[src/rtl/lvds_pattern_gen.sv]
// Multi-mode test-pattern generator for the dual-channel LVDS panel path.
// Turns serialiser x/y coordinates into registered odd/even 24-bit RGB, one cycle later.
module lvds_pattern_gen #(
    parameter int unsigned H_ACTIVE    = 960,
    parameter int unsigned V_ACTIVE    = 1200,
    parameter int unsigned COORD_W     = 12,
    parameter int unsigned DUAL        = 1,
    parameter int unsigned BAR_STEP    = 1,
    parameter int unsigned BAR_SHIFT   = 0,
    parameter int unsigned AUTO_SHIFT  = 7,
    parameter int unsigned CHECK_SHIFT = 5,
    parameter int unsigned GRID_SHIFT  = 6
) (
    input  logic               i_clk,
    input  logic               i_reset,
    input  logic [COORD_W-1:0] i_x,
    input  logic [COORD_W-1:0] i_y,
    input  logic [2:0]         i_mode,
    input  logic               i_auto,
    input  logic [23:0]        i_solid_color,
    output logic [23:0]        o_color,
    output logic [23:0]        o_color_even,
    output logic               o_frame_tick,
    output logic [2:0]         o_mode
);

    // One extra bit so dual-pixel columns (up to 2*H_ACTIVE) fit.
    localparam int unsigned CW    = COORD_W + 1;
    localparam int unsigned WIDTH = (DUAL != 0) ? 2 * H_ACTIVE : H_ACTIVE;

    localparam logic [CW-1:0] WIDTH_C  = CW'(WIDTH);
    localparam logic [CW-1:0] LAST_COL = CW'(WIDTH - 1);
    localparam logic [CW-1:0] V_C      = CW'(V_ACTIVE);
    localparam logic [CW-1:0] LAST_ROW = CW'(V_ACTIVE - 1);

    localparam logic [CW-1:0] T1 = CW'(1 * WIDTH / 8);
    localparam logic [CW-1:0] T2 = CW'(2 * WIDTH / 8);
    localparam logic [CW-1:0] T3 = CW'(3 * WIDTH / 8);
    localparam logic [CW-1:0] T4 = CW'(4 * WIDTH / 8);
    localparam logic [CW-1:0] T5 = CW'(5 * WIDTH / 8);
    localparam logic [CW-1:0] T6 = CW'(6 * WIDTH / 8);
    localparam logic [CW-1:0] T7 = CW'(7 * WIDTH / 8);

    localparam logic [CW:0]   BAR_STEP_C = (CW + 1)'(BAR_STEP);
    localparam logic [CW:0]   WIDTH_X    = (CW + 1)'(WIDTH);
    localparam logic [15:0]   BAR_LIM    = 16'((1 << BAR_SHIFT) - 1);
    localparam logic [15:0]   AUTO_LIM   = 16'((1 << AUTO_SHIFT) - 1);

    localparam logic [23:0] WHITE   = 24'hFFFFFF;
    localparam logic [23:0] YELLOW  = 24'hFFFF00;
    localparam logic [23:0] CYAN    = 24'h00FFFF;
    localparam logic [23:0] GREEN   = 24'h00FF00;
    localparam logic [23:0] MAGENTA = 24'hFF00FF;
    localparam logic [23:0] RED     = 24'hFF0000;
    localparam logic [23:0] BLUE    = 24'h0000FF;
    localparam logic [23:0] BLACK   = 24'h000000;

    logic               prev_zero_q;
    logic               tick_q;
    logic [2:0]         mode_q,      mode_d;
    logic [2:0]         auto_idx_q,  auto_idx_d;
    logic [15:0]        auto_cnt_q,  auto_cnt_d;
    logic [15:0]        bar_cnt_q,   bar_cnt_d;
    logic [CW-1:0]      bar_q,       bar_d;
    logic [23:0]        color_q,     color_d;
    logic [23:0]        color_even_q, color_even_d;

    logic               at_zero;
    logic               tick;
    logic [CW:0]        bar_sum;
    logic [CW-1:0]      col_odd;
    logic [CW-1:0]      col_even;

    function automatic logic [23:0] pixel(input logic [CW-1:0]      col,
                                          input logic [COORD_W-1:0] row,
                                          input logic [2:0]         mode,
                                          input logic [CW-1:0]      bar,
                                          input logic [23:0]        solid);
        logic [23:0]   p;
        logic [CW-1:0] rowx;
        p    = BLACK;
        rowx = {1'b0, row};
        if (col < WIDTH_C && rowx < V_C) begin
            case (mode)
                3'd0: p = solid;
                3'd1: begin
                    if (col == '0 || col == LAST_COL || col == bar) begin
                        p = WHITE;
                    end else if (rowx == '0 || rowx == LAST_ROW) begin
                        p = RED;
                    end else begin
                        p = GREEN;
                    end
                end
                3'd2: begin
                    if (col < T1)      p = WHITE;
                    else if (col < T2) p = YELLOW;
                    else if (col < T3) p = CYAN;
                    else if (col < T4) p = GREEN;
                    else if (col < T5) p = MAGENTA;
                    else if (col < T6) p = RED;
                    else if (col < T7) p = BLUE;
                    else               p = BLACK;
                end
                3'd3: p = {3{col[7:0]}};
                3'd4: p = (col[CHECK_SHIFT] ^ rowx[CHECK_SHIFT]) ? WHITE : BLACK;
                3'd5: begin
                    if (col[GRID_SHIFT-1:0] == '0 || rowx[GRID_SHIFT-1:0] == '0) begin
                        p = WHITE;
                    end else if (col == bar) begin
                        p = RED;
                    end else begin
                        p = BLACK;
                    end
                end
                default: p = BLACK;
            endcase
        end
        return p;
    endfunction

    assign col_odd  = (DUAL != 0) ? {i_x, 1'b0} : {1'b0, i_x};
    assign col_even = (DUAL != 0) ? {i_x, 1'b1} : {1'b0, i_x};

    always_comb begin
        at_zero    = (i_x == '0) && (i_y == '0);
        tick       = at_zero && !prev_zero_q;
        mode_d     = mode_q;
        auto_idx_d = auto_idx_q;
        auto_cnt_d = auto_cnt_q;
        bar_cnt_d  = bar_cnt_q;
        bar_d      = bar_q;
        bar_sum    = {1'b0, bar_q} + BAR_STEP_C;

        if (tick) begin
            if (auto_cnt_q == AUTO_LIM) begin
                auto_cnt_d = '0;
                auto_idx_d = (auto_idx_q == 3'd5) ? 3'd0 : auto_idx_q + 3'd1;
            end else begin
                auto_cnt_d = auto_cnt_q + 16'd1;
            end

            if (bar_cnt_q == BAR_LIM) begin
                bar_cnt_d = '0;
                // Wrap straight to zero rather than keeping the overshoot.
                bar_d     = (bar_sum >= WIDTH_X) ? '0 : bar_sum[CW-1:0];
            end else begin
                bar_cnt_d = bar_cnt_q + 16'd1;
            end

            mode_d = i_auto ? auto_idx_d : i_mode;
        end

        // The tick cycle already renders with the newly latched mode.
        color_d      = pixel(col_odd,  i_y, mode_d, bar_q, i_solid_color);
        color_even_d = pixel(col_even, i_y, mode_d, bar_q, i_solid_color);
    end

    always_ff @(posedge i_clk) begin
        if (i_reset) begin
            prev_zero_q  <= 1'b0;
            tick_q       <= 1'b0;
            mode_q       <= 3'd0;
            auto_idx_q   <= 3'd0;
            auto_cnt_q   <= '0;
            bar_cnt_q    <= '0;
            bar_q        <= '0;
            color_q      <= BLACK;
            color_even_q <= BLACK;
        end else begin
            prev_zero_q  <= at_zero;
            tick_q       <= tick;
            mode_q       <= mode_d;
            auto_idx_q   <= auto_idx_d;
            auto_cnt_q   <= auto_cnt_d;
            bar_cnt_q    <= bar_cnt_d;
            bar_q        <= bar_d;
            color_q      <= color_d;
            color_even_q <= color_even_d;
        end
    end

    assign o_color      = color_q;
    assign o_color_even = color_even_q;
    assign o_frame_tick = tick_q;
    assign o_mode       = mode_q;

endmodule
[config.mk]
export PLATFORM = sky130hd
export DESIGN_NAME = lvds_pattern_gen
export DESIGN_NICKNAME = d
export VERILOG_FILES = /design/src/rtl/lvds_pattern_gen.sv
export SDC_FILE = /design/constraint.sdc
export NUM_CORES = 1
export LEC_CHECK = 0
export ABC_CLOCK_PERIOD_IN_PS = 4600
export CORE_MARGIN = 5
export CORE_UTILIZATION = 57
export CTS_BUF_LIST = sky130_fd_sc_hd__clkbuf_8
export DETAILED_ROUTE_END_ITERATION = 8
export HOLD_SLACK_MARGIN = 0.06
export PLACE_DENSITY_LB_ADDON = 0.12
export SLEW_MARGIN = 20
export SYNTH_ARGS = -nofsm -noshare
export SYNTH_HDL_FRONTEND = slang
export SYNTH_SLANG_ARGS = --single-unit
export TNS_END_PERCENT = 5
[constraint.sdc]
create_clock -name i_clk -period 4.6 [get_ports i_clk]
set_input_delay 0.46 -clock i_clk [delete_from_list [all_inputs] [get_ports i_clk]]
set_output_delay 0.46 -clock i_clk [all_outputs]
set_load 0.005 [all_outputs]
==> impl_results.md, run 1 <==
* CP Max Fanout at 16
* Syn nets at ~600
* Fillers at 626
* Synth Flop Type: dfxtp_1
* Initial Util at 58.6%
* Pwr/cell area at roughly 250 nW/um^2
* Hold Buf Count CTS at 0
* Layout cell share with drive strength beyond 1 at ~6.6%
* Unique masters post-synth at 67
* Die Width at a little over 100 um
* I/O pin cnt at about 110
* Setup Crit Path Kind: in -> reg
* RSZ-0062 raised after global routing: no
* Clk sink count at a little over 100
* Hold WC Path Type: reg -> reg
* Crit share post-route at 75.6%
* Port buffer count at between 100 and 150
* TritonRoute pass-1 iters at 5
* Site Rows at 33
* DR DRC count at 0
* Synthesis-to-layout area growth at 26.0%
* Nets at ~700
* Clk buf depth at 2
* CP peak stage delay at between 600 and 700 ps
* Clk pin slew, worst setup/hold paths at about 100 ps
* Pin slew with the least headroom to its limit at 817 ps
* Slew Viols, Final at 0
* CP Capture Type: flip-flop
* Setup TNS at 0 ps
* Initial DRC count at about 370
* EDFF count, synth at 0
* Max cap viols at 0
* Syn Inst Count at between 500 and 600
* WL per Instance at 17.4 um
* Final setup viols at 0
* Slowest CP cell: a31oi_2
* Data arrival, critical path at about 3700 ps
* Place WS at 818 ps
* Global-route wire length before repair at ~21000 um
* Gr ovfl total at 0
* Top cells by area, synth: dfxtp_1 (42%), a21oi_1 (4.8%), xnor2_1 (4.5%)
* Vias/cell at roughly 6
* Fin worst setup slack at ~1100 ps
* Yosys reg bits at approximately 100
* Final Hold Viols at 0
* Clk_lat worst skew at ~360 ps
* Largest net degree at the start of global routing at 49
* Largest delay contributor family on the critical path: compound AO/OA/AOI/OAI gates
* Post-DP HPWL at 9770 um
* Die ar. at approximately 10000 um^2
* Critical path buffers and inverters at 1
* Synth area leader: dfxtp_1
* Worst Skew at 10.7 ps
* Post-CTS Resized at 0
* Drt total wl at 13100 um
* Startpoint types: primary input
* Avg Cell Area, Syn at 8.69 um^2
* Final Util at 73.9%
* Max VDD drop at 0.234 mV
* H-tree depth at 3
* GRT Total Usage at between 20% and 30%
* CTS tree: done
* FMAX at 0.288 GHz
* Final Wtd Congestion at approximately 0.87
* Die height at around 100 um
* Crit-path cells: clkdlybuf4s50_1, nor4_1, and3_1, o2111ai_1, o2bb2ai_2, a2111oi_2, a31oi_2, a41oi_1
* Sequential-to-total area share from yosys stat at between 40% and 50%
* Mapped Area at a little under 5000 um^2
* Initial antenna violation count at 0
* Diodes inserted at 0
* Vias in the first global route at 4275
* Synth Warn # at 0
* Post-synth ARST share at 0%
* Area of the core at between 8000 and 9000 um^2
* Slew Limit Headroom at between 40% and 50%
* Leakage at between 2 and 2.5 nW
* Via Count at about 4600
* Required time worst endpoint at 4800 ps
* CTS root buf: clkbuf_8
* TritonCTS buffer count at 9
* Crit path time final at 3480 ps
* Antenna-violating nets left at 0
* Total setup buffers inserted after CTS at 0
* Share of the synthesized area in the top cell type at around two fifths
* Status: complete, no violations
## worst min-delay path, delay by kind of cell, from the launching register on
| family | cells | cell delay (ps) |
|---|---|---|
| AOI/OAI and AO/OA | 1 | 50 |
| DFF | 1 | 330 |
| and+or+nand+nor | 1 | 60 |
## cell type report
type	instances	area, um^2	area share [%]
Sequential cell	101	2020	33.1
Tap cell	105	131	2.15
Timing Repair Buffer	111	1100	18.0
Multi-Input combinational cell	409	2620	42.9
Clock inverter	7	58.8	0.964
Clock buffer	9	124	2.03
Inverter	13	48.8	0.800
## where the power goes
group / internal [mW] / leakage (nW) / switching [mW] / total (mW)
Combinational: 0.0734 / 1.18 / 0.0641 / 0.138
Sequential: 0.880 / 0.814 / 0.00529 / 0.886
Clock: 0.205 / 0.0921 / 0.320 / 0.525
Total: 1.16 / 2.08 / 0.389 / 1.55
## layer usage
| metal | up-vias | global-route usage [%] | wire [um] |
|---|---|---|---|
| met2 | 160 | 42.2 | 6440 |
| li1 | 2209 | - | - |
| met3 | 14 | 5.39 | 919 |
| met4 | 0 | 5.85 | 151 |
| met5 | - | 0 | 0 |
| met1 | 2209 | 33.7 | 5630 |
## worst paths after layout
path	start	endpoint	slack (ps)	cells after the start
setup / recovery	i_x[8]	o_color_even[8]	1120	8
hold / removal	auto_cnt_q[1]	auto_cnt_q[1]	480	2
setup reg to reg	auto_cnt_q[0]	o_color[11]	1380	8
hold reg to reg	auto_cnt_q[1]	auto_cnt_q[1]	480	2
## flip-flops by register name, indices dropped and copies added (netlist names)
signal        flops
o_color_even     24
bar_cnt_q        16
bar_q            13
o_color          24
prev_zero_q       1
o_frame_tick      1
auto_cnt_q       16
auto_idx_q        3
o_mode            3
## logic make-up after synthesis
kind of cell             Yosys count  synth area share, %
AND/OR/NAND/NOR                  214                 23.7
AO/OA/AOI/OAI                    141                 20.2
flip-flops                       101                 41.8
XOR/XNOR                          48                 8.68
buffers and inverters             47                 4.19
adder cells (fa/ha/maj)            4                 1.03
multiplexers                       2                0.439
## Yosys cell counts, drive strengths merged, types with 2 or more instances
library cell    n
or3            10
a21o            7
nor4           10
and3            7
clkbuf         21
ha              4
a211o           2
dfxtp         101
or2             4
nand2b          4
a21oi          48
and2            8
xnor2          25
inv            13
a41oi           3
o21ai          12
nor4b           4
and4            5
nand4b          2
o2111ai         2
or4             4
a211oi          6
nor2b           4
a22oi          15
a31oi          24
buf            13
xor2           23
a221oi          7
nand3          19
a311oi          4
nand3b          2
nor3           14
nand4          22
nand2          39
nor2           54
## cells in the final DEF (no fill, tap or decap), types with 12 or more instances in the layout
cell type and n:
clkdlybuf4s50_1 105, nand3_1 19, a21oi_1 46, nand2_1 38, dfxtp_1 101, nor2_1 54
xnor2_1 25, nor3_1 12, inv_1 13, nand4_1 22, a22oi_1 15, a31oi_1 23
xor2_1 23
## per-stage QoR
step	std cells	hold slack (ps)	total power, mW	area (um^2)
2_1_floorplan	557	437	0.963	4840
6_report	755	480	1.55	6100
3_5_place_dp	739	468	1.04	5920
5_1_grt	755	505	1.61	6100
3_3_place_gp	739	458	1.04	5920
4_1_cts	755	481	1.55	6100
No activity file was read; power rests on OpenSTA's default activity.
==> inputs of run 2 (changes only) <==
ABC_CLOCK_PERIOD_IN_PS = 2810   (was 4600)
CORE_UTILIZATION = 47   (was 57)
clock period = 2.81 ns   (was 4.6 ns; I/O delays follow)
==> run 2 against run 1 <==
Net effect:
- cell count grew 14%
- non-clock buffer count grew 74
- utilization shrank 6.2 points
- hold slack gained 4.4 ps
- clock skew grew 2.4 ps
- via count grew 5.9%
- first-iteration DRC count shrank 35%
- critical path type unchanged
- largest power group unchanged
==> impl_results.md, run 2 (synthesis results as in run 1) <==
* Clk buf depth at 2
* Final Hold Viols at 0
* Clk pin slew, worst setup/hold paths at about 100 ps
* Slew Limit Headroom at between 60 and 70%
* CP peak stage delay at about 600 ps
* Hold WC Path Type: reg -> reg
* Die Width at between 100 and 150 um
* GRT Total Usage at a little under a quarter
* Startpoint types: primary input
* Required time worst endpoint at roughly 3000 ps
* Area of the core at 10200 um^2
* Die height at around 110 um
* Port buffer count at between 100 and 150
* Status: complete, no violations
* Vias in the first global route at approximately 4700
* Nets at between 700 and 800
* Largest delay contributor family on the critical path: buffers and inverters
* TritonCTS buffer count at 9
* CP Max Fanout at 8
* Data arrival, critical path at 3020 ps
* Vias/cell at ~5.7
* Most common cell after layout, fill and taps aside: clkdlybuf4s50_1
* Drt total wl at around 14000 um
* Final Non-Filler Cells at 860
* TritonRoute pass-1 iters at 5
* Via Count at 4863
* Crit-path cells: clkdlybuf4s50_1, or4_1, buf_4, nor3_1, o2111ai_2, buf_4, a2bb2oi_4, buf_4, a211oi_4, a21oi_1
* Pin slew with the least headroom to its limit at 494 ps
* Post-DP HPWL at 10700 um
* Initial antenna violation count at 0
* Initial DRC count at around 240
* Layout cell share with drive strength beyond 1 at 18.5%
* CTS tree: done
* Critical path buffers and inverters at 4
* Initial Util at between 40% and 50%
* Fillers at 834
* CP Capture Type: flip-flop
* Most frequent CP cell: buf_4
* Max VDD drop at ~0.29 mV
* Diodes inserted at 0
* Final setup viols at 0
* Hold Buf Count CTS at 0
* Worst Skew at ~13 ps
* Crit share post-route at a little over nine tenths
* Antenna-violating nets left at 0
* Pwr/cell area at a little under 400 nW/um^2
* Tot Pwr at ~2.7 mW
* Clk_lat worst skew at approximately 380 ps
* Die ar. at 12400 um^2
* Max cap viols at 0
* Final Wtd Congestion at roughly 1
* Placed insts at 841
* Crit path time final at 2770 ps
* RSZ-0062 raised after global routing: yes
* Synthesis-to-layout area growth at 42.3%
* Slew Viols, Final at 0
* WL per Instance at between 15 and 20 um
* H-tree depth at 3
* Clk sink count at ~100
* Site Rows at 37
* Leakage at 2.50 nW
* FMAX at around 0.36 GHz
* Setup Crit Path Kind: in -> reg
* Commonest cells after routing, fill and taps aside: clkdlybuf4s50_1 (105), dfxtp_1 (101), buf_4 (76)
* Global-route wire length before repair at roughly 23000 um
* Gr ovfl total at 0
* I/O pin cnt at ~110
* CTS root buf: clkbuf_8
* Slowest CP cell: or4_1
* DR DRC count at 0
* Largest net degree at the start of global routing at 49
run 2: changes by cell type in the layout (fill, tap and decap cells not counted), sizes merged:
cell      before  now
clkinvlp       1    0
buf            6   80
bufinv         0    1
run 2: repair_timing:
item / in CTS / in global routing
setup buffers: 2 / 1
endpoints found under the setup margin: 48 / 57
pin swaps: 2 / 4
gates resized for setup: 7 / 17
run 2: per-stage QoR:
| step | cell area, um^2 | util (%) | hold slack [ps] | setup TNS, ps | setup slack, ps |
|---|---|---|---|---|---|
| after CTS | 6790 | 66.7 | 482 | -174 | -47.6 |
| after detailed placement | 6520 | 64.0 | 464 | -34770 | -750 |
| after global placement | 6520 | 64.0 | 452 | -24420 | -553 |
| final | 6890 | 67.6 | 485 | 0 | 40.4 |
| after floorplan | 4840 | - | 437 | 0 | 243 |
| after global routing | 6890 | 67.6 | 504 | -698 | -67.3 |
run 2: cell type report:
class	instances	area [um^2]	area share, %
timing repair buffer	185	1690	24.6
clock inverter	7	81.3	1.18
sequential	101	2020	29.4
inverter	13	48.8	0.708
multi-input combinational	409	2750	39.9
clock buffer	9	124	1.80
tap	136	170	2.47
run 2: worst paths after layout:
path                                        end          start  slack (ps)  cells past startpoint
worst max-delay path                o_color[16]         i_y[6]          40                     10
worst min-delay path                  bar_q[12]      bar_q[12]         480                      2
worst max register to register  o_color_even[4]  auto_cnt_q[1]         140                     11
worst min register to register        bar_q[12]      bar_q[12]         480                      2
run 2: where the power goes:
group          internal [mW]  switching, mW  leakage, nW
sequential              1.44        0.00883        0.814
combinational          0.149          0.117         1.58
clock                  0.426          0.536        0.106
run 2: routing by layer:
metal | track usage (%) | share of wire (%) | vias to the layer above
met2 | 37.5 | 49 | 163
met1 | 29.6 | 44 | 2314
li1 | - | - | 2368
met5 | 0 | 0 | -
met4 | 6.33 | 1.6 | 0
met3 | 5.05 | 5.9 | 18
run 2: worst register-to-register path, cell delays in order, from the launching register on:
cell       delay [ps]
dfxtp_1           370
ha_1              200
nor4b_2           210
buf_4             160
nand4_1           170
o2111ai_2         260
buf_4             160
a2bb2oi_4         300
nor3_4            110
buf_4             170
a221oi_2          320
a21oi_1           130
==> inputs of run 3 (changes only) <==
CORE_UTILIZATION = 45   (was 47)
TNS_END_PERCENT = 30   (was 5)
==> run 3 against run 2 <==
Net effect:
- total power is 2.8% higher
- global-route usage shrank 0.95 points
- clock skew down 2.2 ps
- clock-buffer cell count unchanged
- sequential share of layout area fell by 0.059 points
- utilization shrank 1.4 points
- via count shrank 1.8%
- register-to-register slack about the same
- hold slack worse by 13 ps
- flip-flop and latch count unchanged
- largest power group unchanged
==> impl_results.md, run 3 (synthesis results as in run 1) <==
* Status: complete, no violations
* CP Capture Type: flip-flop
* Int Pwr at 2.10 mW
* DR DRC count at 0
* Largest delay contributor family on the critical path: simple AND/OR/NAND/NOR gates
* FMAX at between 0.3 and 0.4 GHz
* Startpoint types: primary input
* WL per Instance at 16.6 um
* Final Hold Viols at 0
* Area of the core at about 10000 um^2
* Sw frac at roughly a quarter
* Critical path buffers and inverters at 4
* Crit-path cells: clkdlybuf4s50_1, or4_4, buf_4, nor3_1, o2111ai_2, a2bb2oi_4, buf_4, nor4_4, a21oi_2, buf_4, a41oi_1
* Most common cell after layout, fill and taps aside: clkdlybuf4s50_1
* Slew Limit Headroom at 66.1%
* Gr ovfl total at 0
* Final Non-Filler Cells at between 800 and 900
* Site Rows at 37
* CP Max Fanout at 8
* Crit share post-route at roughly 98%
* CTS root buf: clkbuf_8
* Hold Buf Count CTS at 0
* Slew Viols, Final at 0
* Leakage at roughly 2.5 nW
* Vias in the first global route at around 4500
* Hold WC Path Type: reg -> reg
* Initial Util at between 40% and 50%
* Final Wtd Congestion at between 0.8 and 0.9
* Placed insts at 837
* Synthesis-to-layout area growth at 42.6%
* Fillers at 896
* Tot Pwr at approximately 2.8 mW
* Commonest cells after routing, fill and taps aside: clkdlybuf4s50_1 (105), dfxtp_1 (101), buf_4 (69)
* Port buffer count at ~110
* Clock network fraction of total power at 37.8%
* Clk buf depth at 2
* Hold Startpoint: auto_cnt_q[1]
* Antenna-violating nets left at 0
* Area post-placement at 6550 um^2
* Pwr/cell area at 399 nW/um^2
* Switching pwr at roughly 650 uW
* GRT Total Usage at ~22%
* Slowest CP cell: or4_4
* Required time worst endpoint at between 3000 and 4000 ps
* Most frequent CP cell: buf_4
* I/O pin cnt at between 100 and 150
* Crit path time final at about 2700 ps
* Diodes inserted at 0
* Data arrival, critical path at just over 3000 ps
* Part of the power in registers at 52.6%
* Die Width at between 100 and 150 um
* Gate power share at a little under a tenth
* Setup Crit Path Kind: in -> reg
* Final setup viols at 0
* Global-route wire length before repair at about 23000 um
* Die ar. at ~13000 um^2
* Finished Cell Area at around 6900 um^2
* Layout cell share with drive strength beyond 1 at between 10% and 20%
* Die height at 114 um
* Drt total wl at around 14000 um
* Clk sink count at 101
* CTS tree: done
* Vias/cell at 5.58
* Final Util at between 60% and 70%
* Setup TNS at 0 ps
* Nets at a little under 800
* Clk pin slew, worst setup/hold paths at about 100 ps
* Initial antenna violation count at 0
* Max cap viols at 0
* Via Count at between 4000 and 5000
* Max VDD drop at 0.393 mV
* Initial DRC count at about 240
* Pin slew with the least headroom to its limit at roughly 500 ps
* H-tree depth at 3
* CP peak stage delay at 570 ps
* Crit path from: i_y[6]
* Launch point of the worst reg-to-reg path: auto_cnt_q[0]
* TritonRoute pass-1 iters at 6
* Post-DP HPWL at approximately 11000 um
* Worst Skew at 10.9 ps
* Largest net degree at the start of global routing at 27
* Clk_lat worst skew at ~380 ps
* TritonCTS buffer count at 9
-- run 3: cell count changes in the layout (fill, tap and decap cells not counted), moves of 2 or more --
cell / change
buf_4: -7
nor4b_1: +2
a21oi_4: -2
or4_1: -2
nor4b_2: -2
buf_12: +4
or4_4: +2
a21oi_2: +3
-- run 3: through the flow --
stage               setup slack (ps)  hold slack, ps
floorplan                        243             437
finish                          69.9             472
detailed placement              -416             464
global route                   -42.9             492
global placement                -315             458
CTS                            -3.66             478
-- run 3: layout make-up --
class / instances / area, um^2 / area share (%)
clock buffer: 9 / 124 / 1.79
clock inverter: 7 / 104 / 1.50
inverter: 13 / 48.8 / 0.707
multi-input combinational: 409 / 2720 / 39.5
sequential: 101 / 2020 / 29.3
tap: 136 / 170 / 2.47
timing repair buffer: 181 / 1710 / 24.8
-- run 3: worst reg2reg max path, stage by stage, from the launching register on --
cell	delay (ps)
dfxtp_1	370
ha_1	200
nor4b_1	250
buf_4	170
nand4_1	200
o2111ai_2	370
o2bb2ai_2	160
buf_4	170
and4_1	140
buf_4	170
a221oi_2	210
a21oi_1	110
-- run 3: power by group through the flow --
stage | sequential (mW) | combinational [mW] | clock [mW]
finish | 1.45 | 0.263 | 1.04
CTS | 1.45 | 0.255 | 1.07
global route | 1.45 | 0.282 | 1.14
global placement | 1.48 | 0.251 | 0
floorplan | 1.48 | 0.0981 | 0
detailed placement | 1.48 | 0.254 | 0
-- run 3: repair_timing --
action,4_1_cts,5_1_grt
hold endpoints to repair,0,0
pin swaps,0,3
buffers inserted,0,3
gates resized for setup,0,20
endpoints found under the setup margin,1,54
-- run 3: path summary, 6_finish.rpt --
path | endpoint | depth (start not counted) | slack (ps)
worst max-delay path | o_color_even[16] | 11 | 70
worst min-delay path | auto_cnt_q[1] | 2 | 470
worst max register to register | o_color[3] | 11 | 150
worst min register to register | auto_cnt_q[1] | 2 | 470
-- run 3: metal layers --
metal,GRT usage (%),part of all wire [%],vias up
met1,28.8,45,2262
li1,-,-,2355
met2,34.3,48,143
met3,5.84,6.0,17
met5,0,0,-
met4,6.49,1.3,0
